===== src/rtl/ls_pkg.sv =====
`default_nettype none
// +----------------------------------------------------------------+
// | ls_pkg : shared types and defaults for the load/store ctrl     |
// | Rev 1.0                                                        |
// +----------------------------------------------------------------+
package ls_pkg;

  localparam int DW   = 32;
  localparam int RAW  = 5;
  localparam int MAW  = 6;
  localparam int IMMW = 16;

  localparam logic OP_LW = 1'b0;
  localparam logic OP_SW = 1'b1;

  typedef enum logic [2:0] {
    S_IDLE  = 3'd0,
    S_RDREG = 3'd1,
    S_CALC  = 3'd2,
    S_MEM   = 3'd3,
    S_MWAIT = 3'd4,
    S_WB    = 3'd5,
    S_DONE  = 3'd6
  } state_t;

endpackage
`default_nettype wire


===== src/rtl/ls_agu.sv =====
`default_nettype none
// +----------------------------------------------------------------+
// | ls_agu : effective address = base + sext(imm), word index, and |
// |          alignment / range error flag                          |
// | Rev 1.0                                                        |
// +----------------------------------------------------------------+
module ls_agu #(
  parameter int DW   = ls_pkg::DW,
  parameter int MAW  = ls_pkg::MAW,
  parameter int IMMW = ls_pkg::IMMW
) (
  input  logic [DW-1:0]   i_base,
  input  logic [IMMW-1:0] i_imm,
  output logic [MAW-1:0]  o_word,
  output logic            o_err
);

  logic [DW-1:0] w_sext;
  logic [DW-1:0] w_ea;

  always_comb begin
    w_sext = {{(DW-IMMW){i_imm[IMMW-1]}}, i_imm};
    w_ea   = i_base + w_sext;
    o_word = w_ea[MAW+1:2];
    // Anything above the memory window or not word aligned is rejected.
    o_err  = (w_ea[1:0] != 2'b00) || (w_ea[DW-1:MAW+2] != '0);
  end

endmodule
`default_nettype wire


===== src/rtl/ls_mem_ctrl.sv =====
`default_nettype none
// +----------------------------------------------------------------+
// | ls_mem_ctrl : multi-cycle LW/SW controller between register    |
// |               file and synchronous-read data memory            |
// | Rev 1.0                                                        |
// +----------------------------------------------------------------+
module ls_mem_ctrl
  import ls_pkg::*;
#(
  parameter int DW   = ls_pkg::DW,
  parameter int RAW  = ls_pkg::RAW,
  parameter int MAW  = ls_pkg::MAW,
  parameter int IMMW = ls_pkg::IMMW
) (
  input  logic            Clk,
  input  logic            Reset,
  input  logic            start,
  input  logic            op,
  input  logic [RAW-1:0]  rs,
  input  logic [RAW-1:0]  rt,
  input  logic [IMMW-1:0] imm,
  output logic            busy,
  output logic            done,
  output logic            addr_err,
  output logic [RAW-1:0]  R_Addr_A,
  output logic [RAW-1:0]  R_Addr_B,
  input  logic [DW-1:0]   R_Data_A,
  input  logic [DW-1:0]   R_Data_B,
  output logic [RAW-1:0]  W_Addr,
  output logic [DW-1:0]   W_Data,
  output logic            Write_reg,
  output logic            wea,
  output logic [MAW-1:0]  addr,
  output logic [DW-1:0]   dina,
  input  logic [DW-1:0]   douta
);

  state_t          r_state, w_next;
  logic            r_op;
  logic [RAW-1:0]  r_rs, r_rt;
  logic [IMMW-1:0] r_imm;
  logic [DW-1:0]   r_a, r_b, r_d;
  logic [MAW-1:0]  r_word;
  logic            r_err;
  logic [MAW-1:0]  w_word;
  logic            w_err;

  ls_agu #(.DW(DW), .MAW(MAW), .IMMW(IMMW)) u_agu (
    .i_base (r_a),
    .i_imm  (r_imm),
    .o_word (w_word),
    .o_err  (w_err)
  );

  always_ff @(posedge Clk) begin
    if (!Reset) r_state <= S_IDLE;
    else        r_state <= w_next;
  end

  always_comb begin
    w_next = r_state;
    case (r_state)
      S_IDLE:  if (start) w_next = S_RDREG;
      S_RDREG: w_next = S_CALC;
      S_CALC:  w_next = w_err ? S_DONE : S_MEM;
      S_MEM:   w_next = (r_op == OP_SW) ? S_DONE : S_MWAIT;
      S_MWAIT: w_next = S_WB;
      S_WB:    w_next = S_DONE;
      S_DONE:  w_next = S_IDLE;
      default: w_next = S_IDLE;
    endcase
  end

  always_ff @(posedge Clk) begin
    if (!Reset) begin
      r_op   <= 1'b0;
      r_rs   <= '0;
      r_rt   <= '0;
      r_imm  <= '0;
      r_a    <= '0;
      r_b    <= '0;
      r_d    <= '0;
      r_word <= '0;
      r_err  <= 1'b0;
    end else begin
      case (r_state)
        S_IDLE: if (start) begin
          r_op  <= op;
          r_rs  <= rs;
          r_rt  <= rt;
          r_imm <= imm;
        end
        S_RDREG: begin
          r_a <= R_Data_A;
          r_b <= R_Data_B;
        end
        S_CALC: begin
          r_word <= w_word;
          r_err  <= w_err;
        end
        S_MWAIT: r_d <= douta;
        default: ;
      endcase
    end
  end

  // Outputs are pure decodes of state and registered data, so a reset
  // edge removes every strobe in the following cycle.
  always_comb begin
    busy      = (r_state != S_IDLE);
    done      = 1'b0;
    addr_err  = 1'b0;
    R_Addr_A  = '0;
    R_Addr_B  = '0;
    W_Addr    = '0;
    W_Data    = '0;
    Write_reg = 1'b0;
    wea       = 1'b0;
    addr      = '0;
    dina      = '0;
    case (r_state)
      S_RDREG: begin
        R_Addr_A = r_rs;
        R_Addr_B = r_rt;
      end
      S_MEM: begin
        addr = r_word;
        if (r_op == OP_SW) begin
          wea  = 1'b1;
          dina = r_b;
        end
      end
      S_MWAIT: addr = r_word;
      S_WB: begin
        W_Addr    = r_rt;
        W_Data    = r_d;
        Write_reg = (r_rt != '0);
      end
      S_DONE: begin
        done     = 1'b1;
        addr_err = r_err;
      end
      default: ;
    endcase
  end

endmodule
`default_nettype wire

===== config.mk =====
export PLATFORM = sky130hd
export DESIGN_NAME = ls_mem_ctrl
export DESIGN_NICKNAME = d
export VERILOG_FILES = /design/src/rtl/ls_pkg.sv /design/src/rtl/ls_agu.sv /design/src/rtl/ls_mem_ctrl.sv
export SDC_FILE = /design/constraint.sdc
export NUM_CORES = 1
export LEC_CHECK = 0
export ABC_CLOCK_PERIOD_IN_PS = 6170
export CAP_MARGIN = 20
export CORE_UTILIZATION = 27
export CTS_BUF_LIST = sky130_fd_sc_hd__clkbuf_4 sky130_fd_sc_hd__clkbuf_8 sky130_fd_sc_hd__clkbuf_16
export DETAILED_ROUTE_END_ITERATION = 8
export GPL_ROUTABILITY_DRIVEN = 0
export PLACE_DENSITY = 0.52
export SYNTH_ARGS = -nofsm -noshare
export SYNTH_HDL_FRONTEND = slang
export SYNTH_SLANG_ARGS = --single-unit

===== constraint.sdc =====
create_clock -name Clk -period 6.17 [get_ports Clk]
set_input_delay 1.234 -clock Clk [delete_from_list [all_inputs] [get_ports Clk]]
set_output_delay 1.234 -clock Clk [all_outputs]
set_load 0.02 [all_outputs]

==> results of run 1 <==
power by group:
| part | total, uW | internal [uW] | leakage, uW | switching (uW) |
|---|---|---|---|---|
| clock network | 1030 | 575 | 0.000284 | 456 |
| logic | 479 | 215 | 0.00247 | 264 |
| registers | 971 | 926 | 0.00108 | 45.0 |
| total | 2480 | 1720 | 0.00384 | 765 |
tightest hold or removal path, cell delays in order (launching register included):
cell	delay (ns)
sky130_fd_sc_hd__dfxtp_1	0.31
sky130_fd_sc_hd__nand2_1	0.04
sky130_fd_sc_hd__a21boi_0	0.06
path summary, 6_finish.rpt:
| check | from | end | depth (start not counted) |
|---|---|---|---|
| worst max-delay path | r_state[2] | W_Data[26] | 4 |
| worst min-delay path | r_rs[2] | r_rs[2] | 2 |
| worst max register to register | r_imm[15] | r_err | 10 |
| worst min register to register | r_rs[2] | r_rs[2] | 2 |
sequential cells by signal (all words and copies together), names as in the netlist:
signal   flops
r_imm       16
r_word       6
r_b         32
r_a         32
r_rt         5
r_err        1
r_state      3
r_d         32
r_rs         5
r_op         1
area by class of cell:
type                            instances  area (um^2)  share of cell area (%)
Tap cell                              341          427                    4.10
Multi-Input combinational cell        746         4460                    42.9
Inverter                               10         37.5                   0.360
Clock buffer                           17          425                    4.08
Timing Repair Buffer                  225         2240                    21.5
Clock inverter                         15          160                    1.54
Sequential cell                       133         2660                    25.6
logic make-up (layout without fill, tap and decap cells):
kind of cell / Yosys count / after routing / synth area share, %
DFF: 133 / 133 / 35.9
xor gates and xnor gates: 22 / 22 / 2.60
AOI/OAI and AO/OA: 237 / 237 / 22.8
adders and majority gates: 32 / 32 / 5.50
muxes: 10 / 10 / 1.37
buffers and inverters: 72 / 267 / 4.06
and+or+nand+nor: 445 / 445 / 27.8
cell usage after synthesis, types with 2 or more instances:
| cell type | number |
|---|---|
| sky130_fd_sc_hd__buf_6 | 3 |
| sky130_fd_sc_hd__nor3b_1 | 3 |
| sky130_fd_sc_hd__and2_1 | 90 |
| sky130_fd_sc_hd__buf_1 | 6 |
| sky130_fd_sc_hd__inv_1 | 10 |
| sky130_fd_sc_hd__dfxtp_1 | 133 |
| sky130_fd_sc_hd__and3_1 | 2 |
| sky130_fd_sc_hd__a31oi_1 | 8 |
| sky130_fd_sc_hd__o21ai_1 | 6 |
| sky130_fd_sc_hd__xor2_1 | 9 |
| sky130_fd_sc_hd__mux2i_1 | 9 |
| sky130_fd_sc_hd__and3b_1 | 3 |
| sky130_fd_sc_hd__o21bai_1 | 7 |
| sky130_fd_sc_hd__or4_1 | 4 |
| sky130_fd_sc_hd__nor4_1 | 3 |
| sky130_fd_sc_hd__nand3_1 | 4 |
| sky130_fd_sc_hd__nand4_1 | 6 |
| sky130_fd_sc_hd__a21oi_1 | 32 |
| sky130_fd_sc_hd__a21oi_2 | 3 |
| sky130_fd_sc_hd__nor3_1 | 6 |
| sky130_fd_sc_hd__xnor2_1 | 13 |
| sky130_fd_sc_hd__a21boi_0 | 123 |
| sky130_fd_sc_hd__a211oi_2 | 4 |
| sky130_fd_sc_hd__nor2b_1 | 7 |
| sky130_fd_sc_hd__nor2_1 | 23 |
| sky130_fd_sc_hd__a211oi_1 | 4 |
| sky130_fd_sc_hd__o41ai_1 | 2 |
| sky130_fd_sc_hd__o21a_1 | 7 |
| sky130_fd_sc_hd__buf_2 | 4 |
| sky130_fd_sc_hd__clkbuf_1 | 48 |
| sky130_fd_sc_hd__ha_1 | 31 |
| sky130_fd_sc_hd__nand2_1 | 285 |
| sky130_fd_sc_hd__a21o_1 | 5 |
| sky130_fd_sc_hd__o211ai_1 | 3 |
| sky130_fd_sc_hd__o21ai_0 | 20 |
stage by stage:
stage               std cells  hold slack, ns
finish                   1487           0.459
global route             1487           0.481
CTS                      1486           0.464
detailed placement       1454           0.455
global placement         1453           0.446
floorplan                 951           0.439
metal layers:
layer	track usage (%)	vias up	wire length, um
met2	27.9	132	11000
met1	19.7	3173	10200
li1	-	3551	-
met4	4.75	0	331
met3	4.92	13	1410
met5	0	-	0
==> parameters.txt, run 1 <==
Parameter                              Value

Final layout
  End-of-flow core utilization    roughly two fifths
  Fin nets    1291
  Finished Cell Area    approximately 10000 um^2
  Count of antenna diodes in the layout    0
  Commonest cells after routing, fill and taps aside    285 x sky130_fd_sc_hd__nand2_1, 214 x sky130_fd_sc_hd__clkdlybuf4s50_1, 133 x sky130_fd_sc_hd__dfxtp_1
  Layout cells sized above 1    5.06%
  Fill cell total of the finished layout    around 2800
  Leading cell type in the layout, fill and taps excluded    sky130_fd_sc_hd__nand2_1
  Area growth from synthesis to layout    40.4%

Global route
  Number of antenna violations at the first check in global routing    0
  Global-route wire length before repair    around 36000 um
  Maximum number of pins on one net before global-route repair    between 90 and 100
  Number of global-route vias before repair    between 6000 and 7000
  Global-route congestion overflow total    0
  GRT Total Usage    roughly 16%

Power and ir drop
  Power density over cell area    238 nW/um^2
  LEAKAGE    0.00384 uW
  Total power    between 2000 and 2500 uW
  Max IR drop VDD    around 0.14 mV

Clock network
  CTS max path bufs    2
  CTS clock-pin slew for the worst setup and hold paths    about 0.060 ns
  Clock insertion delay at the later pin of the skew report    roughly 0.42 ns
  Clock root buffer    sky130_fd_sc_hd__clkbuf_16
  CTS buffer count    17
  Post-CTS Hold Fix Bufs    0
  Sink Count    133
  H-tree level count    4
  # resized after CTS    0
  Clock tree from TritonCTS    done
  Setup repair bufs after CTS    0

Synth
  Sequential-to-total area share from yosys stat    between 30% and 40%
  Number of distinct library cell variants in the gate-level netlist after synthesis    60
  Synth Cell Area    7420 um^2
  Share of async-settable or async-resettable flops after synthesis    0%
  Mean instance size in the synthesized netlist    between 7 and 8 um^2
  Synthesized flop and latch total    between 100 and 150
  Instance count of the mapped netlist    around 950
  Synth area leader    sky130_fd_sc_hd__dfxtp_1
  EDFF count, synth    0
  Post-synthesis net count    1109
  Ys Warns    0
  Synth top area cells    sky130_fd_sc_hd__dfxtp_1 36%, sky130_fd_sc_hd__nand2_1 14%, sky130_fd_sc_hd__a21boi_0 12%, sky130_fd_sc_hd__and2_1 7.6%, sky130_fd_sc_hd__ha_1 5.2%
  Area share of the largest cell type after synthesis    35.9%
  Most used DFF post-synth    sky130_fd_sc_hd__dfxtp_1

Drt
  Post-route ant nets    0
  Via count    approximately 7000
  Violation count after the first detailed-routing iteration    ~290
  First-pass DRT Iterations    4
  Vias per Instance    ~4.6
  Mean routed wirelength per cell    between 15 and 20 um
  Post-detailed-route DRC marker count    0
  Final WL    ~23000 um

Timing
  Final Setup Violations    0
  Shortest clock period the worst path allows after layout    3.94 ns
  Slew HR    between 40% and 50%
  Post-route setup slack    about 2.2 ns
  Actual transition at the worst max-transition pin    between 0.8 and 0.9 ns
  Count of final max-slew check failures    0
  Setup repair after global routing missed its margin    false
  Final critical-path share of the clock period    a little under two thirds
  Fmax    ~0.25 GHz
  Setup clock skew after layout    0.0112 ns
  Post-Route Setup TNS    0 ns
  Final number of hold-violating endpoints    0

Worst setup path
  Critical path data arrival time    approximately 2.7 ns
  Kind of critical path    register to primary output
  Max Fanout on Critical Path    21
  Worst EP required    4.94 ns
  Largest stage delay on the critical path    roughly 0.63 ns
  Critical Path End Type    primary output
  R2R Setup Slk    roughly 2.3 ns
  Nature of the critical path startpoint    register
  Number of buffer and inverter stages on the critical path    2
  Category of cells accounting for the largest share of critical-path delay    buffers and inverters
  Slowest library cell on the worst path    sky130_fd_sc_hd__and3b_1
  Cell Chain, Critical Path    and3b_1, buf_8, and2_1, clkdlybuf4s50_1

Place
  Total half-perimeter wirelength after legalization and detailed placement    roughly 16000 um
  Number of I/O port buffers    roughly 220
  Cell area after placement    9820 um^2
  Worst slack after detailed placement    2.25 ns

Die
  Std cell rows    60
  Die H    168 um
  Area of the die    between 20000 and 30000 um^2
  Boundary Pins    216
  Starting Density    27.5%
  Area inside the core boundary    27000 um^2
  Width of the die    168 um

Hold path
  Class of the most critical hold timing path    register to register

Run status
  Outcome    finished clean

Run
  Max-Cap Viols    0
Note: power is estimated with default switching activity, not from simulation.
==> run 2: changes to the inputs <==
Settings changed: ABC_CLOCK_PERIOD_IN_PS 6170 to 3770.
Clock period 6.17 ns to 3.77 ns, I/O delays scaled along.
==> run 2 against run 1 <==
Compared with the run above: utilization up 0.44 points; sequential share of layout area down 0.28 points; combinational power up 66%; final cell count up 0.54%; clock skew up 0.0083 ns; non-clock buffer count up 8; worst setup slack worse by 2.0 ns; largest cell class unchanged; count of clock-buffer cells in the layout unchanged; global-route usage up 0.45 points; worst hold slack worse by 0.0023 ns.
==> parameters.txt, run 2 (synthesis gave the netlist of run 1 again) <==
Parameter                              Value

Run status
  Outcome    finished clean (unchanged)

Timing
  Final Setup Violations    0 (unchanged)
  Worst hold slack across all endpoints    0.456 ns (was 0.459 ns)
  Post-Route Setup TNS    0 ns (unchanged)
  Fmax    ~0.28 GHz
  Actual transition at the worst max-transition pin    0.886 ns (was 0.894 ns)
  Count of final max-slew check failures    0 (unchanged)
  Setup repair after global routing missed its margin    false (unchanged)
  Setup clock skew after layout    0.0195 ns (was 0.0112 ns)
  Post-route setup slack    0.194 ns (was 2.23 ns)
  Slew HR    40.9% (was 40.4%)
  Shortest clock period the worst path allows after layout    about 3.6 ns
  Final critical-path share of the clock period    a little over nine tenths
  Final number of hold-violating endpoints    0 (unchanged)

Power and ir drop
  Total power    4240 uW (was 2480 uW)
  Proportion of power drawn by combinational gates    18.7% (was 19.3%)
  Max IR drop VDD    0.233 mV (was 0.144 mV)
  Sw Share    29.2% (was 30.8%)
  Power density over cell area    402 nW/um^2 (was 238 nW/um^2)
  Seq pwr share    37.4% (was 39.1%)
  LEAKAGE    0.00390 uW (was 0.00384 uW)
  Switching Power    1240 uW (was 765 uW)
  Relative contribution of the clock network to total power    43.9% (was 41.6%)
  Int Pwr    3000 uW (was 1720 uW)

Worst setup path
  Endpoint of the worst setup timing path    r_state[2] (was W_Data[26])
  RR Startpoint    r_imm[15] (unchanged)
  Critical path's most frequent cell    sky130_fd_sc_hd__or4_1
  Slowest library cell on the worst path    sky130_fd_sc_hd__or4_1 (was sky130_fd_sc_hd__and3b_1)
  Max Fanout on Critical Path    10 (was 21)
  Critical Path End Type    register (was primary output)
  Kind of critical path    register to register (was register to primary output)
  Levels on crit path    12 (was 4)
  Nature of the critical path startpoint    register (unchanged)
  Launching instance or port of the critical path    r_imm[15] (was r_state[2])
  Critical path data arrival time    3.88 ns (was 2.70 ns)
  Category of cells accounting for the largest share of critical-path delay    simple AND/OR/NAND/NOR gates (was buffers and inverters)
  Largest stage delay on the critical path    0.51 ns (was 0.63 ns)
  Number of buffer and inverter stages on the critical path    1 (was 2)
  End of the worst register-to-register path    r_state[2] (was r_err)
  R2R Setup Slk    0.19 ns (was 2.25 ns)
  Cell Chain, Critical Path    buf_4, ha_2, nand2_1, o21a_1, a311oi_1, o2111ai_1, nor3_1, nand3_1, or4_1, or4_1, nor4_4, a31oi_1 (was and3b_1, buf_8, and2_1, clkdlybuf4s50_1)
  Depth of the worst register-to-register path    12 (was 10)
  Worst EP required    4.08 ns (was 4.94 ns)

Drt
  First-pass DRT Iterations    5 (was 4)
  Post-route ant nets    0 (unchanged)
  Via count    6956 (was 6869)
  Vias per Instance    4.65 (was 4.62)
  Final WL    23000 um (was 22900 um)
  Post-detailed-route DRC marker count    0 (unchanged)
  Violation count after the first detailed-routing iteration    219 (was 285)
  Mean routed wirelength per cell    15.4 um (about the same)

Global route
  GRT Total Usage    16.8% (was 16.3%)
  Maximum number of pins on one net before global-route repair    83 (was 99)
  Global-route wire length before repair    37400 um (was 36500 um)
  Number of antenna violations at the first check in global routing    0 (unchanged)
  Global-route congestion overflow total    0 (unchanged)
  Number of global-route vias before repair    7158 (was 6787)

Final layout
  Area growth from synthesis to layout    42.0% (was 40.4%)
  Leading cell type in the layout, fill and taps excluded    sky130_fd_sc_hd__nand2_1 (unchanged)
  Layout cells sized above 1    5.98% (was 5.06%)
  Count of antenna diodes in the layout    0 (unchanged)
  Post-layout instance count excluding filler cells    1495 (was 1487)
  Fill cell total of the finished layout    2808 (was 2801)
  Largest registers    r_a (32), r_b (32), r_d (32) (unchanged)
  Commonest cells after routing, fill and taps aside    285 x sky130_fd_sc_hd__nand2_1, 214 x sky130_fd_sc_hd__clkdlybuf4s50_1, 132 x sky130_fd_sc_hd__dfxtp_1 (was 285 x sky130_fd_sc_hd__nand2_1, 214 x sky130_fd_sc_hd__clkdlybuf4s50_1, 133 x sky130_fd_sc_hd__dfxtp_1)
  Fin nets    1299 (was 1291)

Place
  Worst slack after detailed placement    0.0743 ns (was 2.25 ns)
  Number of I/O port buffers    215 (unchanged)
  Number of placed instances with taps included    1463 (was 1454)
  Total half-perimeter wirelength after legalization and detailed placement    16500 um (was 16400 um)

Clock network
  # resized after CTS    0 (unchanged)
  CTS buffer count    17 (unchanged)
  Clock tree from TritonCTS    done (unchanged)
  Clock root buffer    sky130_fd_sc_hd__clkbuf_16 (unchanged)
  CTS max path bufs    2 (unchanged)
  Post-CTS Hold Fix Bufs    0 (unchanged)
  CTS clock-pin slew for the worst setup and hold paths    0.06 ns (about the same)
  Sink Count    133 (unchanged)
  H-tree level count    4 (unchanged)
  Clock insertion delay at the later pin of the skew report    0.43 ns (was 0.42 ns)
  Setup repair bufs after CTS    0 (unchanged)

Die
  Die H    168 um (unchanged)
  Starting Density    27.5% (unchanged)
  Boundary Pins    216 (unchanged)
  Area inside the core boundary    27000 um^2 (unchanged)
  Width of the die    168 um (unchanged)
  Std cell rows    60 (unchanged)
  Area of the die    28100 um^2 (unchanged)

Run
  Max-Cap Viols    0 (unchanged)

Hold path
  Class of the most critical hold timing path    register to register (unchanged)
==> run 2: worst register-to-register path: cells and delay by family (launching register included) <==
kind / cells / cell delay [ns]
compound gates: 4 / 0.82
buf+inv: 1 / 0.19
flops: 1 / 0.35
simple gates: 6 / 1.69
fa+ha+maj: 1 / 0.40
==> run 2: metrics by stage <==
| step | util, % | cell area, um^2 |
|---|---|---|
| after floorplan | - | 7420 |
| after global placement | 36.6 | 9880 |
| after detailed placement | 36.6 | 9880 |
| after CTS | 39.0 | 10500 |
| after global routing | 39.1 | 10500 |
| final | 39.1 | 10500 |
==> run 2: worst min path at each step <==
stage            start  endpoint  cells after the start
6_report       r_d[29]   r_d[29]                      2
5_1_grt        r_d[28]   r_d[28]                      2
4_1_cts        r_d[29]   r_d[29]                      2
3_5_place_dp   r_b[27]   r_b[27]                      2
3_3_place_gp    r_b[8]    r_b[8]                      2
2_1_floorplan   r_b[0]    r_b[0]                      2
==> run 2: layout make-up <==
class,instances,area [um^2],area share [%]
timing repair buffer,233,2280,21.7
clock inverter,15,219,2.08
inverter,10,37.5,0.356
tap,341,427,4.05
sequential,133,2660,25.3
clock buffer,17,425,4.04
multi-input combinational,746,4480,42.5
==> run 2: power groups by stage <==
stage	registers, uW	clock network, uW	logic (uW)
after global routing	1600	1970	891
after floorplan	1590	0	506
final	1580	1860	794
after global placement	1610	0	797
after detailed placement	1620	0	800
after CTS	1590	1910	803
==> run 2: metal layers <==
layer / vias to the layer above / GRT usage, % / routed length, um
li1: 3573 / - / -
met1: 3217 / 19.5 / 10100
met2: 145 / 29.1 / 11100
met3: 21 / 5.27 / 1340
met4: 0 / 5.46 / 475
met5: - / 0 / 0
==> run 3: changes to the inputs <==
Settings changed: HOLD_SLACK_MARGIN set to 0.05, MAX_ROUTING_LAYER set to met4.
==> run 3 against run 2 <==
Compared with the run above: critical endpoint unchanged; largest cell class unchanged; sequential power about the same; combinational power about the same; sequential share of layout area is the same; first-iteration DRC count up 7.8%; clock skew fell by 0.0080 ns; die area did not move; clock power about the same; count of clock-buffer cells in the layout did not move; non-clock buffer count stayed put; total power hardly changed.
==> parameters.txt, run 3 (synthesis gave the netlist of run 1 again) <==
Parameter                              Value

Run status
  Outcome    finished clean (unchanged)

Drt
  Vias per Instance    4.64 (was 4.65)
  Post-route ant nets    0 (unchanged)
  Final WL    23100 um (was 23000 um)
  Violation count after the first detailed-routing iteration    236 (was 219)
  Mean routed wirelength per cell    15.4 um (about the same)
  Post-detailed-route DRC marker count    0 (unchanged)
  Via count    6940 (was 6956)
  First-pass DRT Iterations    4 (was 5)

Timing
  Fmax    0.279 GHz (was 0.280 GHz)
  Post-Route Setup TNS    0 ns (unchanged)
  Count of final max-slew check failures    0 (unchanged)
  Worst hold slack across all endpoints    0.456 ns (about the same)
  Final critical-path share of the clock period    94.9% (about the same)
  Actual transition at the worst max-transition pin    0.883 ns (was 0.886 ns)
  Slew HR    41.1% (was 40.9%)
  Setup repair after global routing missed its margin    false (unchanged)
  Shortest clock period the worst path allows after layout    3.58 ns (about the same)
  Final Setup Violations    0 (unchanged)
  Setup clock skew after layout    0.0114 ns (was 0.0195 ns)
  Final number of hold-violating endpoints    0 (unchanged)

Clock network
  CTS clock-pin slew for the worst setup and hold paths    0.06 ns (about the same)
  CTS buffer count    17 (unchanged)
  CTS max path bufs    2 (unchanged)
  Setup repair bufs after CTS    0 (unchanged)
  Clock insertion delay at the later pin of the skew report    0.43 ns (about the same)
  Clock root buffer    sky130_fd_sc_hd__clkbuf_16 (unchanged)
  Clock tree from TritonCTS    done (unchanged)
  Sink Count    133 (unchanged)
  H-tree level count    4 (unchanged)

Hold path
  Class of the most critical hold timing path    register to register (unchanged)
  Hold Crit Depth    2 (unchanged)

Power and ir drop
  Power density over cell area    402 nW/um^2 (about the same)
  LEAKAGE    0.00390 uW (unchanged)
  Max IR drop VDD    0.234 mV (was 0.233 mV)

Die
  Area of the die    28100 um^2 (unchanged)
  Std cell rows    60 (unchanged)
  Width of the die    168 um (unchanged)
  Starting Density    27.5% (unchanged)
  Area inside the core boundary    27000 um^2 (unchanged)
  Boundary Pins    216 (unchanged)
  Die H    168 um (unchanged)

Global route
  Global-route wire length before repair    37300 um (was 37400 um)
  Maximum number of pins on one net before global-route repair    83 (unchanged)
  Global-route congestion overflow total    0 (unchanged)
  Number of global-route vias before repair    7179 (was 7158)
  GRT Total Usage    17.3% (was 16.8%)
  Number of antenna violations at the first check in global routing    0 (unchanged)

Final layout
  Fin nets    1299 (unchanged)
  Leading cell type in the layout, fill and taps excluded    sky130_fd_sc_hd__nand2_1 (unchanged)
  Largest registers    r_a (32), r_b (32), r_d (32) (unchanged)
  Commonest cells after routing, fill and taps aside    285 x sky130_fd_sc_hd__nand2_1, 214 x sky130_fd_sc_hd__clkdlybuf4s50_1, 132 x sky130_fd_sc_hd__dfxtp_1 (unchanged)
  Count of antenna diodes in the layout    0 (unchanged)
  Layout cells sized above 1    5.98% (unchanged)
  Fill cell total of the finished layout    2808 (unchanged)
  Area growth from synthesis to layout    42.0% (unchanged)

Place
  Number of I/O port buffers    215 (unchanged)
  Total half-perimeter wirelength after legalization and detailed placement    16500 um (unchanged)

Worst setup path
  Worst EP required    4.06 ns (was 4.08 ns)
  Cell Chain, Critical Path    buf_4, ha_2, nand2_1, o21a_1, a311oi_1, o2111ai_1, nor3_1, nand3_1, or4_1, or4_1, nor4_4, a31oi_1 (unchanged)
  Critical path data arrival time    3.87 ns (was 3.88 ns)
  Category of cells accounting for the largest share of critical-path delay    simple AND/OR/NAND/NOR gates (unchanged)
  Critical path's most frequent cell    sky130_fd_sc_hd__or4_1 (unchanged)
  Critical Path End Type    register (unchanged)
  Levels on crit path    12 (unchanged)
  Largest stage delay on the critical path    0.51 ns (about the same)
  Number of buffer and inverter stages on the critical path    1 (unchanged)
  Slowest library cell on the worst path    sky130_fd_sc_hd__or4_1 (unchanged)
  Kind of critical path    register to register (unchanged)
  Depth of the worst register-to-register path    12 (unchanged)
  Nature of the critical path startpoint    register (unchanged)
  Max Fanout on Critical Path    10 (unchanged)

Run
  Max-Cap Viols    0 (unchanged)
run 3: metrics by stage:
step                utilization (%)  setup slack (ns)  total power [uW]  area [um^2]  instances
global route                   39.1            0.0159              4460        10500       1495
CTS                            39.0            0.0850              4300        10500       1495
global placement               36.6             0.189              2410         9880       1463
finish                         39.1             0.191              4240        10500       1495
detailed placement             36.6            0.0743              2420         9880       1463
floorplan                         -             0.281              2100         7420        951
run 3: power breakdown:
part	internal [uW]	switching (uW)	leakage, uW
clock	1130	731	0.000314
combinational	359	436	0.00250
sequential	1520	69.4	0.00108
total	3000	1240	0.00390
run 3: worst min-delay path: stages (launching register included):
cell and delay [ns]:
sky130_fd_sc_hd__dfxtp_1 0.30, sky130_fd_sc_hd__nand2_1 0.04, sky130_fd_sc_hd__a21boi_0 0.06
run 3: cell type report:
class	count	area [um^2]	area share, %
Multi-Input combinational cell	746	4480	42.5
Timing Repair Buffer	233	2280	21.7
Clock buffer	17	425	4.04
Clock inverter	15	219	2.08
Inverter	10	37.5	0.356
Tap cell	341	427	4.05
Sequential cell	133	2660	25.3
run 3: per-layer routing:
layer | wire length, um | GRT usage, % | up-vias | part of all wire, %
met2 | 11000 | 29.0 | 142 | 48
met5 | 0 | - | - | 0
met1 | 10500 | 19.9 | 3203 | 45
li1 | - | - | 3571 | -
met3 | 1150 | 4.73 | 24 | 5.0
met4 | 496 | 5.46 | 0 | 2.2
run 3: final timing paths:
check	from	endpoint	slack, ns
min	r_d[29]	r_d[29]	0.46
max	r_imm[15]	r_state[2]	0.19
min reg2reg	r_d[29]	r_d[29]	0.46
max reg2reg	r_imm[15]	r_state[2]	0.19
run 3: timing repair:
item | CTS | global route
setup endpoints to repair | 0 | 3
hold endpoints to repair | 0 | 0
hold buffers | 0 | 0
gates resized for setup | 0 | 4
